<file path="src/rtl/sdram_pkg.sv">
// Shared SDRAM definitions: command encodings, init states, default timing.
// Imported by the init sequencer and the read/write controller.
package sdram_pkg;

    // {cs_n, ras_n, cas_n, we_n}
    localparam logic [3:0] CMD_INHIBIT   = 4'b1111;
    localparam logic [3:0] CMD_NOP       = 4'b0111;
    localparam logic [3:0] CMD_PRECHARGE = 4'b0010;
    localparam logic [3:0] CMD_REFRESH   = 4'b0001;
    localparam logic [3:0] CMD_LOAD_MODE = 4'b0000;

    typedef enum logic [3:0] {
        ST_WAIT_LOCK   = 4'd0,
        ST_LOCK_STABLE = 4'd1,
        ST_POWERUP     = 4'd2,
        ST_PRECHARGE   = 4'd3,
        ST_WAIT_RP     = 4'd4,
        ST_REFRESH     = 4'd5,
        ST_WAIT_RFC    = 4'd6,
        ST_LOAD_MODE   = 4'd7,
        ST_WAIT_MRD    = 4'd8,
        ST_DONE        = 4'd9
    } init_state_t;

    localparam int DEF_LOCK_STABLE_CYCLES = 1024;
    localparam int DEF_POWERUP_CYCLES     = 28572;
    localparam int DEF_T_RP               = 3;
    localparam int DEF_T_RFC              = 10;
    localparam int DEF_T_MRD              = 2;
    localparam int DEF_REFRESH_COUNT      = 8;
    localparam logic [12:0] DEF_MODE_REG  = 13'h030;

endpackage

</file>
<file path="src/rtl/sdram_init_sequencer_lock_sync.sv">
// Two-flop synchroniser bringing the PLL lock into the SDRAM clock domain.
// Cleared by reset so a fresh bring-up never trusts a stale lock.
module sdram_lock_sync (
    input  logic clk,
    input  logic rst_n,
    input  logic async_in,
    output logic sync_out
);

    logic meta;

    // Shift the asynchronous lock through two flops
    always_ff @(posedge clk or negedge rst_n) begin
        if (!rst_n) begin
            meta     <= 1'b0;
            sync_out <= 1'b0;
        end else begin
            meta     <= async_in;
            sync_out <= meta;
        end
    end

endmodule

</file>
<file path="src/rtl/sdram_init_sequencer.sv">
// SDRAM power-up sequencer: qualify PLL lock, then PRECHARGE ALL,
// N x AUTO REFRESH, LOAD MODE; restarts from scratch on lock loss.
module sdram_init_sequencer
    import sdram_pkg::*;
#(
    parameter int ADDR_W             = 13,
    parameter int BA_W               = 2,
    parameter int LOCK_STABLE_CYCLES = DEF_LOCK_STABLE_CYCLES,
    parameter int POWERUP_CYCLES     = DEF_POWERUP_CYCLES,
    parameter int T_RP               = DEF_T_RP,
    parameter int T_RFC              = DEF_T_RFC,
    parameter int T_MRD              = DEF_T_MRD,
    parameter int REFRESH_COUNT      = DEF_REFRESH_COUNT,
    parameter logic [ADDR_W-1:0] MODE_REG = ADDR_W'(DEF_MODE_REG)
) (
    input  logic              clk,
    input  logic              rst_n,
    input  logic              pll_locked,
    output logic              sdram_cke,
    output logic              sdram_cs_n,
    output logic              sdram_ras_n,
    output logic              sdram_cas_n,
    output logic              sdram_we_n,
    output logic [BA_W-1:0]   sdram_ba,
    output logic [ADDR_W-1:0] sdram_addr,
    output logic              init_done,
    output logic [3:0]        state_dbg
);

    localparam int CNT_MAX = (POWERUP_CYCLES > LOCK_STABLE_CYCLES) ?
                             POWERUP_CYCLES : LOCK_STABLE_CYCLES;
    localparam int CNT_W   = $clog2(CNT_MAX + 1);
    localparam int REF_NAT = $clog2(REFRESH_COUNT + 1);
    localparam int REF_W   = (REF_NAT > 4) ? REF_NAT : 4;

    if (T_RP < 1) begin : g_bad_trp
        $error("T_RP must be >= 1");
    end
    if (T_RFC < 1) begin : g_bad_trfc
        $error("T_RFC must be >= 1");
    end
    if (T_MRD < 1) begin : g_bad_tmrd
        $error("T_MRD must be >= 1");
    end
    if (REFRESH_COUNT < 1) begin : g_bad_rc
        $error("REFRESH_COUNT must be >= 1");
    end

    init_state_t       state_q, state_d;
    logic [CNT_W-1:0]  cnt_q, cnt_d;
    logic [REF_W-1:0]  ref_q, ref_d;
    logic [3:0]        cmd_d;
    logic              cke_d, done_d, lock_s, lock_lost;
    logic [BA_W-1:0]   ba_d;
    logic [ADDR_W-1:0] addr_d;

    sdram_lock_sync u_sync (
        .clk      (clk),
        .rst_n    (rst_n),
        .async_in (pll_locked),
        .sync_out (lock_s)
    );

    assign state_dbg = state_q;

    // State and counter registers
    always_ff @(posedge clk or negedge rst_n) begin
        if (!rst_n) begin
            state_q <= ST_WAIT_LOCK;
            cnt_q   <= '0;
            ref_q   <= '0;
        end else begin
            state_q <= state_d;
            cnt_q   <= cnt_d;
            ref_q   <= ref_d;
        end
    end

    // Next state and the command to present on the following cycle
    always_comb begin
        state_d   = state_q;
        cnt_d     = cnt_q;
        ref_d     = ref_q;
        cmd_d     = CMD_NOP;
        cke_d     = 1'b1;
        ba_d      = '0;
        addr_d    = '0;
        done_d    = 1'b0;
        lock_lost = !lock_s && (state_q != ST_WAIT_LOCK) &&
                    (state_q != ST_LOCK_STABLE);
        unique case (state_q)
            ST_WAIT_LOCK: begin
                cmd_d = CMD_INHIBIT;
                cke_d = 1'b0;
                ref_d = '0;
                if (lock_s) begin
                    cnt_d   = '0;
                    state_d = ST_LOCK_STABLE;
                end
            end
            ST_LOCK_STABLE: begin
                cmd_d = CMD_INHIBIT;
                cke_d = 1'b0;
                ref_d = '0;
                if (!lock_s) begin
                    cnt_d   = '0;
                    state_d = ST_WAIT_LOCK;
                end else if (cnt_q == CNT_W'(LOCK_STABLE_CYCLES - 1)) begin
                    cnt_d   = '0;
                    state_d = ST_POWERUP;
                end else begin
                    cnt_d = cnt_q + 1'b1;
                end
            end
            ST_POWERUP: begin
                if (cnt_q == CNT_W'(POWERUP_CYCLES - 1)) begin
                    cnt_d   = '0;
                    state_d = ST_PRECHARGE;
                end else begin
                    cnt_d = cnt_q + 1'b1;
                end
            end
            ST_PRECHARGE: begin
                cmd_d      = CMD_PRECHARGE;
                addr_d[10] = 1'b1;
                cnt_d      = '0;
                state_d    = (T_RP > 1) ? ST_WAIT_RP : ST_REFRESH;
            end
            ST_WAIT_RP: begin
                if (cnt_q == CNT_W'(T_RP - 2)) begin
                    cnt_d   = '0;
                    state_d = ST_REFRESH;
                end else begin
                    cnt_d = cnt_q + 1'b1;
                end
            end
            ST_REFRESH: begin
                cmd_d = CMD_REFRESH;
                ref_d = ref_q + 1'b1;
                cnt_d = '0;
                if (T_RFC > 1)
                    state_d = ST_WAIT_RFC;
                else if (ref_d >= REF_W'(REFRESH_COUNT))
                    state_d = ST_LOAD_MODE;
                else
                    state_d = ST_REFRESH;
            end
            ST_WAIT_RFC: begin
                if (cnt_q == CNT_W'(T_RFC - 2)) begin
                    cnt_d   = '0;
                    state_d = (ref_q >= REF_W'(REFRESH_COUNT)) ?
                              ST_LOAD_MODE : ST_REFRESH;
                end else begin
                    cnt_d = cnt_q + 1'b1;
                end
            end
            ST_LOAD_MODE: begin
                cmd_d   = CMD_LOAD_MODE;
                addr_d  = MODE_REG;
                cnt_d   = '0;
                state_d = (T_MRD > 1) ? ST_WAIT_MRD : ST_DONE;
            end
            ST_WAIT_MRD: begin
                if (cnt_q == CNT_W'(T_MRD - 2)) begin
                    cnt_d   = '0;
                    state_d = ST_DONE;
                end else begin
                    cnt_d = cnt_q + 1'b1;
                end
            end
            ST_DONE: begin
                done_d = 1'b1;
            end
            default: begin
                cmd_d   = CMD_INHIBIT;
                cke_d   = 1'b0;
                cnt_d   = '0;
                ref_d   = '0;
                state_d = ST_WAIT_LOCK;
            end
        endcase
        // Lock loss drops the memory back to INHIBIT on the very next cycle
        if (lock_lost) begin
            state_d = ST_WAIT_LOCK;
            cnt_d   = '0;
            ref_d   = '0;
            cmd_d   = CMD_INHIBIT;
            cke_d   = 1'b0;
            ba_d    = '0;
            addr_d  = '0;
            done_d  = 1'b0;
        end
    end

    // Registered command bus and status
    always_ff @(posedge clk or negedge rst_n) begin
        if (!rst_n) begin
            sdram_cke  <= 1'b0;
            {sdram_cs_n, sdram_ras_n, sdram_cas_n, sdram_we_n} <= CMD_INHIBIT;
            sdram_ba   <= '0;
            sdram_addr <= '0;
            init_done  <= 1'b0;
        end else begin
            sdram_cke  <= cke_d;
            {sdram_cs_n, sdram_ras_n, sdram_cas_n, sdram_we_n} <= cmd_d;
            sdram_ba   <= ba_d;
            sdram_addr <= addr_d;
            init_done  <= done_d;
        end
    end

endmodule

</file>
<file path="config.mk">
export PLATFORM = sky130hd
export DESIGN_NAME = sdram_init_sequencer
export DESIGN_NICKNAME = d
export VERILOG_FILES = /design/src/rtl/sdram_pkg.sv /design/src/rtl/sdram_init_sequencer_lock_sync.sv /design/src/rtl/sdram_init_sequencer.sv
export SDC_FILE = /design/constraint.sdc
export NUM_CORES = 1
export LEC_CHECK = 0
export ABC_AREA = 1
export CORE_MARGIN = 4
export CORE_UTILIZATION = 40
export DETAILED_ROUTE_END_ITERATION = 12
export DONT_BUFFER_PORTS = 1
export PLACE_DENSITY = 0.6
export SETUP_SLACK_MARGIN = 0.15
export SYNTH_ARGS = -nofsm -noshare
export SYNTH_HDL_FRONTEND = slang
export SYNTH_SLANG_ARGS = --single-unit
</file>
<file path="constraint.sdc">
create_clock -name clk -period 4.5 [get_ports clk]
set_input_delay 0.9 -clock clk [delete_from_list [all_inputs] [get_ports clk]]
set_output_delay 0.9 -clock clk [all_outputs]
set_load 0.005 [all_outputs]
</file>
==> flow_summary.toml <==
[outcome]
status = "finished, final reports clean"

[timing]
max_slew_margin = 0.622
hold_viol_final = 0
layout_min_cycle_time_ps = 1990
slew_viol_final = 0
max_freq_ghz = 0.502
finalClockSkew_ps = 5.43
timing.final.crit_share = 0.443
finalSetupViolations = 0
final.setup.tns_ps = 0
tightestPinTransition_ps = 566
rsz0062_at_grt = "no"

[clocking]
hold_buffers = 0
clk_latency_ps = 290
cts_root_buf = "clkbuf_8"
ctsHtreeMaxLevel = 2
post_cts_resized = 0
numCtsBuffers = 5
clockBufferDepth = 2
clk_pin_slew_ps = 80
cts_tree = "done"
clkSinkCount = 33
cts_setup_buffers = 0

[setup_path]
crit_end = "cnt_q[7]"
rr_endpoint = "cnt_q[7]"
endpoint_kind = "flip-flop"
criticalPathCategory = "reg -> reg"
critPathTopFamily = "simple AND/OR/NAND/NOR gates"
r2r.worst_path.cells = 9
path_depth = 9
worstPathCellList = "inv_1 > ha_1 > nand3_1 > nor2_1 > nand2_1 > nand3_1 > nand3_2 > nor2_2 > nor2_1"
critPathMaxFanout = 13
crit_slowest_cell = "nor2_2"
rr_startpoint = "cnt_q[0]"
crit_path_start_kind = "flip-flop"
crit_buf_inv = 1
worstPathRequired_ps = 4650
regToRegSetupSlack_ps = 2510
crit_start = "cnt_q[0]"
slowest_delay_ps = 470
arrival_ps = 2140

[grt]
grt_max_degree = 34
antenna_found_initial = 0
grt.total_usage = 0.153
grt_pass1_vias = 1729
grt-ovfl-total = 0
grt_pass1_wl_um = 7920

[min_path]
min_path_type = "in -> async"

[floorplan]
die_h_um = 81.6
io_pins = 28
core_mm2 = 0.00517
die_w_um = 81.6
rows = 26
die_area_mm2 = 0.00667
start_util = 0.419

[finish]
area_growth_pct = 4.84
antenna_cells = 0
drive_above_1_share = 0.118
layout_common_cells = "71 x nand2_1, 44 x nor2_1, 40 x nand3_1"
finalNetCount = 313
final_util = 0.440
final_common_cell = "nand2_1"

[placed_design]
place_congestion = 0.839
port_buffers = 0
hpwlAfterDp_um = 3310

[yosys]
syn_avg_cell_area_um2 = 7.14
netlist_instances = 304
ys_seq_area_frac = 0.383
ys_warn_count = 0
yosysUniqueCellTypes = 23
syn-cell-area_mm2 = 0.00217
synth_seq_cells = 33

[routing]
ant_nets = 0
via_per_inst = 4.70
drc = 0
drt-pass1-iter-count = 4
wirelength_um = 4450
wire_per_inst_um = 11.8
drtIter0Drc = 102
vias = 1768

[job]
maxCapViolCount = 0

[power]
p_leak_nw = 1.14
peakVddDrop_v = 0.000317
p_per_area_mw_per_mm2 = 484
cells in the mapped netlist, drive strengths merged:
master   n  area (µm²)
a21oi    2        10.0
buf     17         139
conb     1        3.75
dfrtp   29         726
dfstp    4         105
ha       5        62.6
inv     43         161
nand2   78         315
nand3   42         220
nand4    7        43.8
nor2    53         236
nor3     4        20.0
o21ai   13        76.3
o22ai    1        6.26
xor2     5        43.8
sequential cells by signal, indices dropped and copies added, names as in the netlist:
| register | cells |
|---|---|
| cnt_q | 15 |
| ref_q | 4 |
| state_dbg | 4 |
| sdram_addr | 2 |
| init_done | 1 |
| sdram_cas_n | 1 |
| sdram_cke | 1 |
| sdram_cs_n | 1 |
| sdram_ras_n | 1 |
| sdram_we_n | 1 |
| u_sync.meta | 1 |
| u_sync.sync_out | 1 |
cells by family after synthesis:
logic type / share of synthesized area
and+or+nand+nor: 0.385
buffers and inverters: 0.138
adders and majority gates: 0.0288
DFF: 0.383
other: 0.00173
AOI/OAI and AO/OA: 0.0427
xor gates and xnor gates: 0.0202
report_power, final:
part / leakage, nW / switching (mW) / internal, mW
Clock: 0.0543 / 0.118 / 0.166
Sequential: 0.437 / 0.0575 / 0.350
Combinational: 0.651 / 0.290 / 0.121
worst min-delay path by stage:
| stage | startpoint | endpoint | slack (ps) |
|---|---|---|---|
| floorplan | u_sync.meta | u_sync.sync_out | 330 |
| global placement | u_sync.meta | u_sync.sync_out | 340 |
| detailed placement | u_sync.meta | u_sync.sync_out | 340 |
| CTS | rst_n | cnt_q[11] | 290 |
| global route | rst_n | cnt_q[14] | 280 |
| finish | rst_n | init_done | 300 |
final cells by class:
type | instances | area, µm²
Fill cell | 535 | 2900
Multi-Input combinational cell | 222 | 1080
Sequential cell | 33 | 831
Inverter | 43 | 161
Tap cell | 70 | 87.6
Clock buffer | 5 | 68.8
Clock inverter | 3 | 46.3
per-stage QoR:
stage	total power, mW	instance area, µm²	instances	setup WS [ps]	hold WS, ps
after floorplan	0.765	2210	315	2900	331
after global placement	0.823	2160	368	2530	344
after detailed placement	0.830	2160	368	2470	340
after CTS	1.12	2270	376	2450	288
after global routing	1.20	2270	376	2290	276
final	1.10	2270	376	2510	299
routing by layer:
layer | track usage | routed length [µm] | up-vias
li1 | - | - | 929
met1 | 0.199 | 2150 | 801
met2 | 0.244 | 2080 | 29
met3 | 0.0351 | 152 | 9
met4 | 0.0598 | 74 | 0
met5 | 0 | 0 | -
(Power assumes the default switching activity.)
